===== src/rtl/vdf_iteration_ctrl.sv =====
// Sequencer for the VDF modular squaring unit: launches a job, counts squarer
// results, emits checkpoints and returns the final (or aborted) value.
module vdf_iteration_ctrl #(
    parameter int MOD_LEN = 128,
    parameter int ITER_W  = 64
) (
    input  logic               clk,
    input  logic               reset,
    input  logic               req_valid,
    output logic               req_ready,
    input  logic [MOD_LEN-1:0] req_seed,
    input  logic [ITER_W-1:0]  req_iters,
    input  logic [ITER_W-1:0]  ckpt_interval,
    input  logic               abort,
    output logic               sqr_start,
    output logic [MOD_LEN-1:0] sqr_in,
    output logic               sqr_reset,
    input  logic [MOD_LEN-1:0] sqr_out,
    input  logic               sqr_valid,
    output logic               res_valid,
    input  logic               res_ready,
    output logic [MOD_LEN-1:0] res_value,
    output logic [ITER_W-1:0]  res_iters_done,
    output logic               res_aborted,
    output logic               ckpt_valid,
    output logic [MOD_LEN-1:0] ckpt_value,
    output logic [ITER_W-1:0]  ckpt_iter,
    output logic               busy
);

    typedef enum logic [1:0] {
        IDLE,
        LAUNCH,
        RUN,
        DONE
    } state_t;

    state_t             state_q, state_d;
    logic [MOD_LEN-1:0] seed_q, seed_d;
    logic [ITER_W-1:0]  iters_q, iters_d;
    logic [ITER_W-1:0]  interval_q, interval_d;
    logic [ITER_W-1:0]  iterCount_q, iterCount_d;
    logic [ITER_W-1:0]  ckptCount_q, ckptCount_d;
    logic [MOD_LEN-1:0] lastValue_q, lastValue_d;
    logic               resValid_q, resValid_d;
    logic [MOD_LEN-1:0] resValue_q, resValue_d;
    logic [ITER_W-1:0]  resIters_q, resIters_d;
    logic               resAborted_q, resAborted_d;
    logic               ckptValid_q, ckptValid_d;
    logic [MOD_LEN-1:0] ckptValue_q, ckptValue_d;
    logic [ITER_W-1:0]  ckptIter_q, ckptIter_d;
    logic               sqrReset_q, sqrReset_d;

    logic [ITER_W-1:0]  nextCount;
    logic [ITER_W-1:0]  nextCkpt;

    assign nextCount = iterCount_q + 1'b1;
    assign nextCkpt  = ckptCount_q + 1'b1;

    always_ff @(posedge clk) begin
        if (reset) begin
            state_q      <= IDLE;
            seed_q       <= '0;
            iters_q      <= '0;
            interval_q   <= '0;
            iterCount_q  <= '0;
            ckptCount_q  <= '0;
            lastValue_q  <= '0;
            resValid_q   <= 1'b0;
            resValue_q   <= '0;
            resIters_q   <= '0;
            resAborted_q <= 1'b0;
            ckptValid_q  <= 1'b0;
            ckptValue_q  <= '0;
            ckptIter_q   <= '0;
            sqrReset_q   <= 1'b0;
        end else begin
            state_q      <= state_d;
            seed_q       <= seed_d;
            iters_q      <= iters_d;
            interval_q   <= interval_d;
            iterCount_q  <= iterCount_d;
            ckptCount_q  <= ckptCount_d;
            lastValue_q  <= lastValue_d;
            resValid_q   <= resValid_d;
            resValue_q   <= resValue_d;
            resIters_q   <= resIters_d;
            resAborted_q <= resAborted_d;
            ckptValid_q  <= ckptValid_d;
            ckptValue_q  <= ckptValue_d;
            ckptIter_q   <= ckptIter_d;
            sqrReset_q   <= sqrReset_d;
        end
    end

    // A separate modulo counter tracks checkpoint phase so no divider is needed.
    always_comb begin
        state_d      = state_q;
        seed_d       = seed_q;
        iters_d      = iters_q;
        interval_d   = interval_q;
        iterCount_d  = iterCount_q;
        ckptCount_d  = ckptCount_q;
        lastValue_d  = lastValue_q;
        resValid_d   = resValid_q;
        resValue_d   = resValue_q;
        resIters_d   = resIters_q;
        resAborted_d = resAborted_q;
        ckptValid_d  = 1'b0;
        ckptValue_d  = ckptValue_q;
        ckptIter_d   = ckptIter_q;
        sqrReset_d   = 1'b0;

        case (state_q)
            IDLE: begin
                if (req_valid) begin
                    seed_d      = req_seed;
                    iters_d     = req_iters;
                    interval_d  = ckpt_interval;
                    iterCount_d = '0;
                    ckptCount_d = '0;
                    lastValue_d = req_seed;
                    if (req_iters == '0) begin
                        state_d      = DONE;
                        resValid_d   = 1'b1;
                        resValue_d   = req_seed;
                        resIters_d   = '0;
                        resAborted_d = 1'b0;
                    end else begin
                        state_d = LAUNCH;
                    end
                end
            end
            LAUNCH: begin
                if (abort) begin
                    state_d      = DONE;
                    resValid_d   = 1'b1;
                    resValue_d   = lastValue_q;
                    resIters_d   = iterCount_q;
                    resAborted_d = 1'b1;
                    sqrReset_d   = 1'b1;
                end else begin
                    state_d = RUN;
                end
            end
            RUN: begin
                if (sqr_valid) begin
                    iterCount_d = nextCount;
                    lastValue_d = sqr_out;
                    if (nextCount == iters_q) begin
                        state_d      = DONE;
                        resValid_d   = 1'b1;
                        resValue_d   = sqr_out;
                        resIters_d   = iters_q;
                        resAborted_d = 1'b0;
                        sqrReset_d   = 1'b1;
                    end else begin
                        if (interval_q != '0) begin
                            if (nextCkpt == interval_q) begin
                                ckptValid_d = 1'b1;
                                ckptValue_d = sqr_out;
                                ckptIter_d  = nextCount;
                                ckptCount_d = '0;
                            end else begin
                                ckptCount_d = nextCkpt;
                            end
                        end
                        if (abort) begin
                            state_d      = DONE;
                            resValid_d   = 1'b1;
                            resValue_d   = sqr_out;
                            resIters_d   = nextCount;
                            resAborted_d = 1'b1;
                            sqrReset_d   = 1'b1;
                        end
                    end
                end else if (abort) begin
                    state_d      = DONE;
                    resValid_d   = 1'b1;
                    resValue_d   = lastValue_q;
                    resIters_d   = iterCount_q;
                    resAborted_d = 1'b1;
                    sqrReset_d   = 1'b1;
                end
            end
            DONE: begin
                if (res_ready) begin
                    state_d    = IDLE;
                    resValid_d = 1'b0;
                end
            end
            default: begin
                state_d = IDLE;
            end
        endcase
    end

    // The squarer is held in reset for the whole of a controller reset.
    assign sqr_reset      = reset | sqrReset_q;
    assign req_ready      = (state_q == IDLE);
    assign busy           = (state_q != IDLE);
    assign sqr_start      = (state_q == LAUNCH);
    assign sqr_in         = sqr_start ? seed_q : '0;
    assign res_valid      = resValid_q;
    assign res_value      = resValue_q;
    assign res_iters_done = resIters_q;
    assign res_aborted    = resAborted_q;
    assign ckpt_valid     = ckptValid_q;
    assign ckpt_value     = ckptValue_q;
    assign ckpt_iter      = ckptIter_q;

endmodule


===== config.mk =====
export PLATFORM = sky130hd
export DESIGN_NAME = vdf_iteration_ctrl
export DESIGN_NICKNAME = d
export VERILOG_FILES = /design/src/rtl/vdf_iteration_ctrl.sv
export SDC_FILE = /design/constraint.sdc
export NUM_CORES = 2
export LEC_CHECK = 0
export ABC_AREA = 1
export CAP_MARGIN = 20
export CORE_AREA = 2 2 349 351
export CTS_BUF_LIST = sky130_fd_sc_hd__clkbuf_8
export DETAILED_ROUTE_END_ITERATION = 10
export DIE_AREA = 0 0 351 353
export GPL_TIMING_DRIVEN = 0
export RECOVER_POWER = 100
export SLEW_MARGIN = 25
export SYNTH_ARGS = -nofsm -noshare
export SYNTH_HDL_FRONTEND = slang
export SYNTH_SLANG_ARGS = --single-unit

===== constraint.sdc =====
create_clock -name clk -period 4.1 [get_ports clk]
set_clock_uncertainty 0.15 [all_clocks]
set_input_delay 0.82 -clock clk [delete_from_list [all_inputs] [get_ports clk]]
set_output_delay 0.82 -clock clk [all_outputs]
set_load 0.1 [all_outputs]

==> impl_summary.log <==
[metrics] Area Growth Syn to Fin: 30.91%
[metrics] reg-to-reg setup timing slack: -0.02 ns
[metrics] final worst-path cycle share: 1.013
[metrics] dpl hpwl: 214900 um
[metrics] global-route wire length before repair: 378900 um
[metrics] Final Hold Viols: 0
[metrics] antenna violations before repair: 86
[metrics] IO Port Bufs: 906
[metrics] insertion delay to the later sink of the worst-skew pair: between 0.9 and 1 ns
[metrics] number of distinct standard cells referenced by the synthesized netlist: 43
[metrics] maximum level of the CTS H-tree: 4
[metrics] critical path data required time: ~4.7 ns
[metrics] number of cells on the worst reg-to-reg path: 17
[metrics] failing checks: capacitance limit, slew limit, setup timing
[metrics] Max Transition Viols Final: 31
[metrics] post-synthesis sequential element count: 902
[metrics] hold depth: 2
[metrics] total power consumption of the routed design: 41.64 mW
[metrics] Worst-path clk slew: 0.06 ns
[metrics] Pre-Repair DR Iteration Count: 6
[metrics] Total GRT Usage: 0.4206
[metrics] area of the mapped netlist: ~0.049 mm2
[metrics] power density normalized to cell area: 651.8 mW/mm2
[metrics] Hold Path Class: flip-flop to flip-flop
[metrics] hold path endpoint: iters_q[16]$_SDFFE_PP0P_
[metrics] proportion of power drawn by combinational gates: 0.498
[metrics] Crit path top cell by count: sky130_fd_sc_hd__nor2_1
[metrics] cells along the critical path: clkdlybuf4s50_1 -> clkdlybuf4s15_1 -> nor2_1 -> nor2_1 -> clkbuf_2 -> clkbuf_1 -> o221ai_1 -> o21a_1 -> nand3_1 -> a21oi_1
[metrics] worst-path maximum fanout: 10
[metrics] critical path start-end classification: input port to flip-flop
[metrics] cell taking the most area after synthesis: sky130_fd_sc_hd__dfxtp_1
[metrics] share of final-layout standard cells stronger than drive strength 1: 0.08028
[metrics] Max Buffers Root-to-Sink: 3
[metrics] highest attainable clock frequency: 240.8 MHz
[metrics] CP endpoint kind: flip-flop
[metrics] number of sinks driven by the clock tree: 902
[metrics] worst reg2reg path endpoint: ckpt_iter[11]$_SDFFE_PP0P_
[metrics] maximum number of pins on one net before global-route repair: 20
[metrics] result of the run: finished with violations
[metrics] LEAKAGE: 27.34 nW
[metrics] critical register-to-register path startpoint: iterCount_q[39]$_SDFFE_PP0P_
[metrics] remaining number of nets flagged by the antenna check after routing: 0
[metrics] Relative slew margins: -0.1503
[metrics] CP max stage delay: just under 0.9 ns
[metrics] final count of negative-setup-slack endpoints: 41
[metrics] syn avg cell area: between 6 and 7 um2
[metrics] vias in the first global route: 54580
[metrics] commonest cells after routing, fill and taps aside: sky130_fd_sc_hd__nand2_1 (2077), sky130_fd_sc_hd__nor2_1 (1124), sky130_fd_sc_hd__dfxtp_1 (892), sky130_fd_sc_hd__inv_1 (677), sky130_fd_sc_hd__o21ai_0 (535)
[metrics] transition time of the tightest slew-check pin: 1.733 ns
[metrics] Mapped Cells: 7624
[metrics] area of all placed cells without fillers: between 0.06 and 0.07 mm2
[metrics] Cell Area, Placed: 0.05963 mm2
[metrics] startpoint type of the worst setup path: input port
[metrics] top-level I/O count: 909
[metrics] internal power: ~20 mW
[metrics] most frequent standard cell in the layout excluding fill and tap cells: sky130_fd_sc_hd__nand2_1
[metrics] Syn. warnings: 0
[metrics] number of vias after detailed routing: 58130
[metrics] number of nets in the layout: approximately 9000
[metrics] overall die height: 353 um
[metrics] switching power as a share of total power: 0.5077
[metrics] total of hold buffers inserted after clock tree synthesis: 0
[metrics] hold_sp: iters_q[16]$_SDFFE_PP0P_
[metrics] final routed wirelength across all metal layers: around 270000 um
[metrics] number of vias per cell: 5.515
[metrics] chip width: 351 um
[metrics] initial standard-cell utilization of the core: 0.4047
[metrics] initial drt markers: between 5000 and 6000
[metrics] post-synthesis async set-or-reset flop share: 0
[metrics] net switching power: 21.14 mW
[metrics] clock root cell: sky130_fd_sc_hd__clkbuf_8
[metrics] setup repair after global routing missed its margin: true
[metrics] sequential element share of the synthesized area: 0.3700
[metrics] count of flip-flops with a built-in enable after synthesis: 0
[metrics] number of DRC violations after detailed routing: 0
[metrics] GRT Residual Overflow: 0
[metrics] flip-flop cell with the highest count after synthesis: sky130_fd_sc_hd__dfxtp_1
[metrics] maximum ir drop on the vdd rail: 0.4698 mV
[metrics] CTS tree: yes
[metrics] power share of the sequential group: 0.288
[metrics] power share of the clock group: 0.214
[metrics] routed length per instance: 25.64 um
[metrics] standard cell with the maximum stage delay on the critical path: sky130_fd_sc_hd__clkdlybuf4s15_1
[metrics] area of the die: between 0.1 and 0.15 mm2
[metrics] placeable core area: 0.1206 mm2
[metrics] setup ws final: -0.05281 ns
[metrics] critical path buffer and inverter count: 4
[metrics] leading cell types by total area after synthesis: sky130_fd_sc_hd__dfxtp_1 (37%), sky130_fd_sc_hd__nand2_1 (16%), sky130_fd_sc_hd__nor2_1 (9.0%), sky130_fd_sc_hd__o21ai_0 (5.5%), sky130_fd_sc_hd__a21oi_1 (5.2%)
[metrics] Inserted Clock Buffers: 167
[metrics] final RePlAce weighted congestion: approximately 1.0
[metrics] max capacitance violation total: 23
[metrics] Filler Cells Inserted: 12700
[metrics] family with the most delay on the worst path: buffers and inverters
[metrics] proportion of netlist area held by the largest area contributor: 0.3700
[metrics] number of placement rows: 128
[metrics] time the worst path needs with I/O delays and setup: 4.153 ns
[metrics] Arrival @ worst endpoint: 4.79 ns
[metrics] number of nets in the synthesized netlist: between 8000 and 9000
==> repair_timing <==
action,4_1_cts,5_1_grt
endpoints found under the setup margin,674,609
setup buffers,17,9
gates cloned,0,2
pin swaps,11,17
resized for setup,808,195
endpoints found under the hold margin,0,0
==> registers in the layout, summed over array words and instances, names as in the netlist, 128 cells and up <==
register and cells:
ckpt_value 128, lastValue_q 128, res_value 128, seed_q 128
==> worst register-to-register path: cells and delay by family (launching register included) <==
family | cells | cell delay (ns)
and+or+nand+nor | 13 | 2.39
buffers and inverters | 2 | 0.44
DFF | 1 | 0.43
xor gates and xnor gates | 1 | 0.32
AOI/OAI and AO/OA | 1 | 0.26
==> synthesized netlist by cell type, types with 10 or more instances <==
cell type and number:
sky130_fd_sc_hd__and2_1 10, sky130_fd_sc_hd__nand4_1 71, sky130_fd_sc_hd__buf_4 15, sky130_fd_sc_hd__o21a_1 128, sky130_fd_sc_hd__a21oi_1 509, sky130_fd_sc_hd__nor3_1 26
sky130_fd_sc_hd__inv_1 619, sky130_fd_sc_hd__mux2i_1 135, sky130_fd_sc_hd__o221ai_1 131, sky130_fd_sc_hd__xnor3_1 15, sky130_fd_sc_hd__xor2_1 41, sky130_fd_sc_hd__dfxtp_1 902
sky130_fd_sc_hd__nand2_1 2107, sky130_fd_sc_hd__nor2_1 1173, sky130_fd_sc_hd__clkbuf_1 381, sky130_fd_sc_hd__o21ai_1 17, sky130_fd_sc_hd__inv_2 16, sky130_fd_sc_hd__nor4_1 22
sky130_fd_sc_hd__nor2_2 11, sky130_fd_sc_hd__nand3_1 463, sky130_fd_sc_hd__buf_2 53, sky130_fd_sc_hd__buf_1 40, sky130_fd_sc_hd__nor2_4 10, sky130_fd_sc_hd__a31oi_1 128
sky130_fd_sc_hd__o21ai_0 538
==> stage by stage <==
step	setup WS (ns)	hold WS (ns)	utilization	std cells	TNS, ns
finish	-0.05281	0.3237	0.5298	10540	-0.9866
global route	-0.01137	0.3428	0.5294	10520	-0.06829
CTS	0.001384	0.2671	0.5248	10470	0
detailed placement	-1.523	0.3127	0.4945	10160	-618.87
global placement	-2.159	0.3046	0.4968	10160	-888.97
floorplan	0.3483	0.2941	-	7624	0
==> per-layer routing <==
| layer | wire length, um | GRT usage | share of wire |
|---|---|---|---|
| met5 | 223 | 0 | 0.00083 |
| met3 | 29240 | 0.1334 | 0.11 |
| met1 | 102300 | 0.5025 | 0.38 |
| met2 | 117300 | 0.6404 | 0.43 |
| met4 | 21140 | 0.2908 | 0.078 |
==> cell type report <==
class	count	area, um2	share of cell area
inverters	635	2384	0.03731
diodes	60	150.1	0.002350
clock buffers	211	2904	0.04545
repair buffers	938	8650	0.1354
clock inverters	84	410.4	0.006424
flip-flops and latches	902	18070	0.2829
multi-input cells	5592	26890	0.4209
plain buffers	494	2394	0.03746
well taps	1625	2033	0.03182
==> power by group through the flow <==
stage               logic (mW)  clock network, mW  registers, mW
floorplan                 10.3                  0           15.2
global route              21.9               9.34           12.2
finish                    20.7               8.90           12.0
global placement          20.3                  0           12.1
CTS                       20.4               8.94           11.9
detailed placement        20.3                  0           12.1
==> kinds of logic (layout without fill, tap and decap cells) <==
group / after synthesis / in the layout / synth area share
AND/OR/NAND/NOR: 3922 / 3922 / 0.3241
AO/OA/AOI/OAI: 1468 / 1468 / 0.1712
buffers and inverters: 1130 / 2362 / 0.09022
flip-flops: 902 / 902 / 0.3700
multiplexers: 135 / 135 / 0.02769
XOR/XNOR: 60 / 60 / 0.01500
adder cells (fa/ha/maj): 7 / 7 / 0.001795
other: 0 / 60 / 0
==> how the worst max path moves through the flow <==
stage          cells after the start  slack [ns]                    endpoint                   startpoint
2_1_floorplan                      7        0.35                 sqr_in[107]      state_q[1]$_SDFFE_PP0P_
3_3_place_gp                      10       -2.16  res_value[53]$_SDFFE_PP0P_                 req_iters[8]
3_5_place_dp                      10       -1.52  res_value[74]$_SDFFE_PP0P_                 req_iters[8]
4_1_cts                           22       0.001  ckpt_iter[59]$_SDFFE_PP0P_  iterCount_q[0]$_SDFFE_PP0P_
5_1_grt                            9       -0.01                 sqr_in[100]      state_q[1]$_SDFFE_PP0P_
6_report                          10       -0.05  res_value[13]$_SDFFE_PP0P_                    sqr_valid
Note: power is estimated with default switching activity, not from simulation.
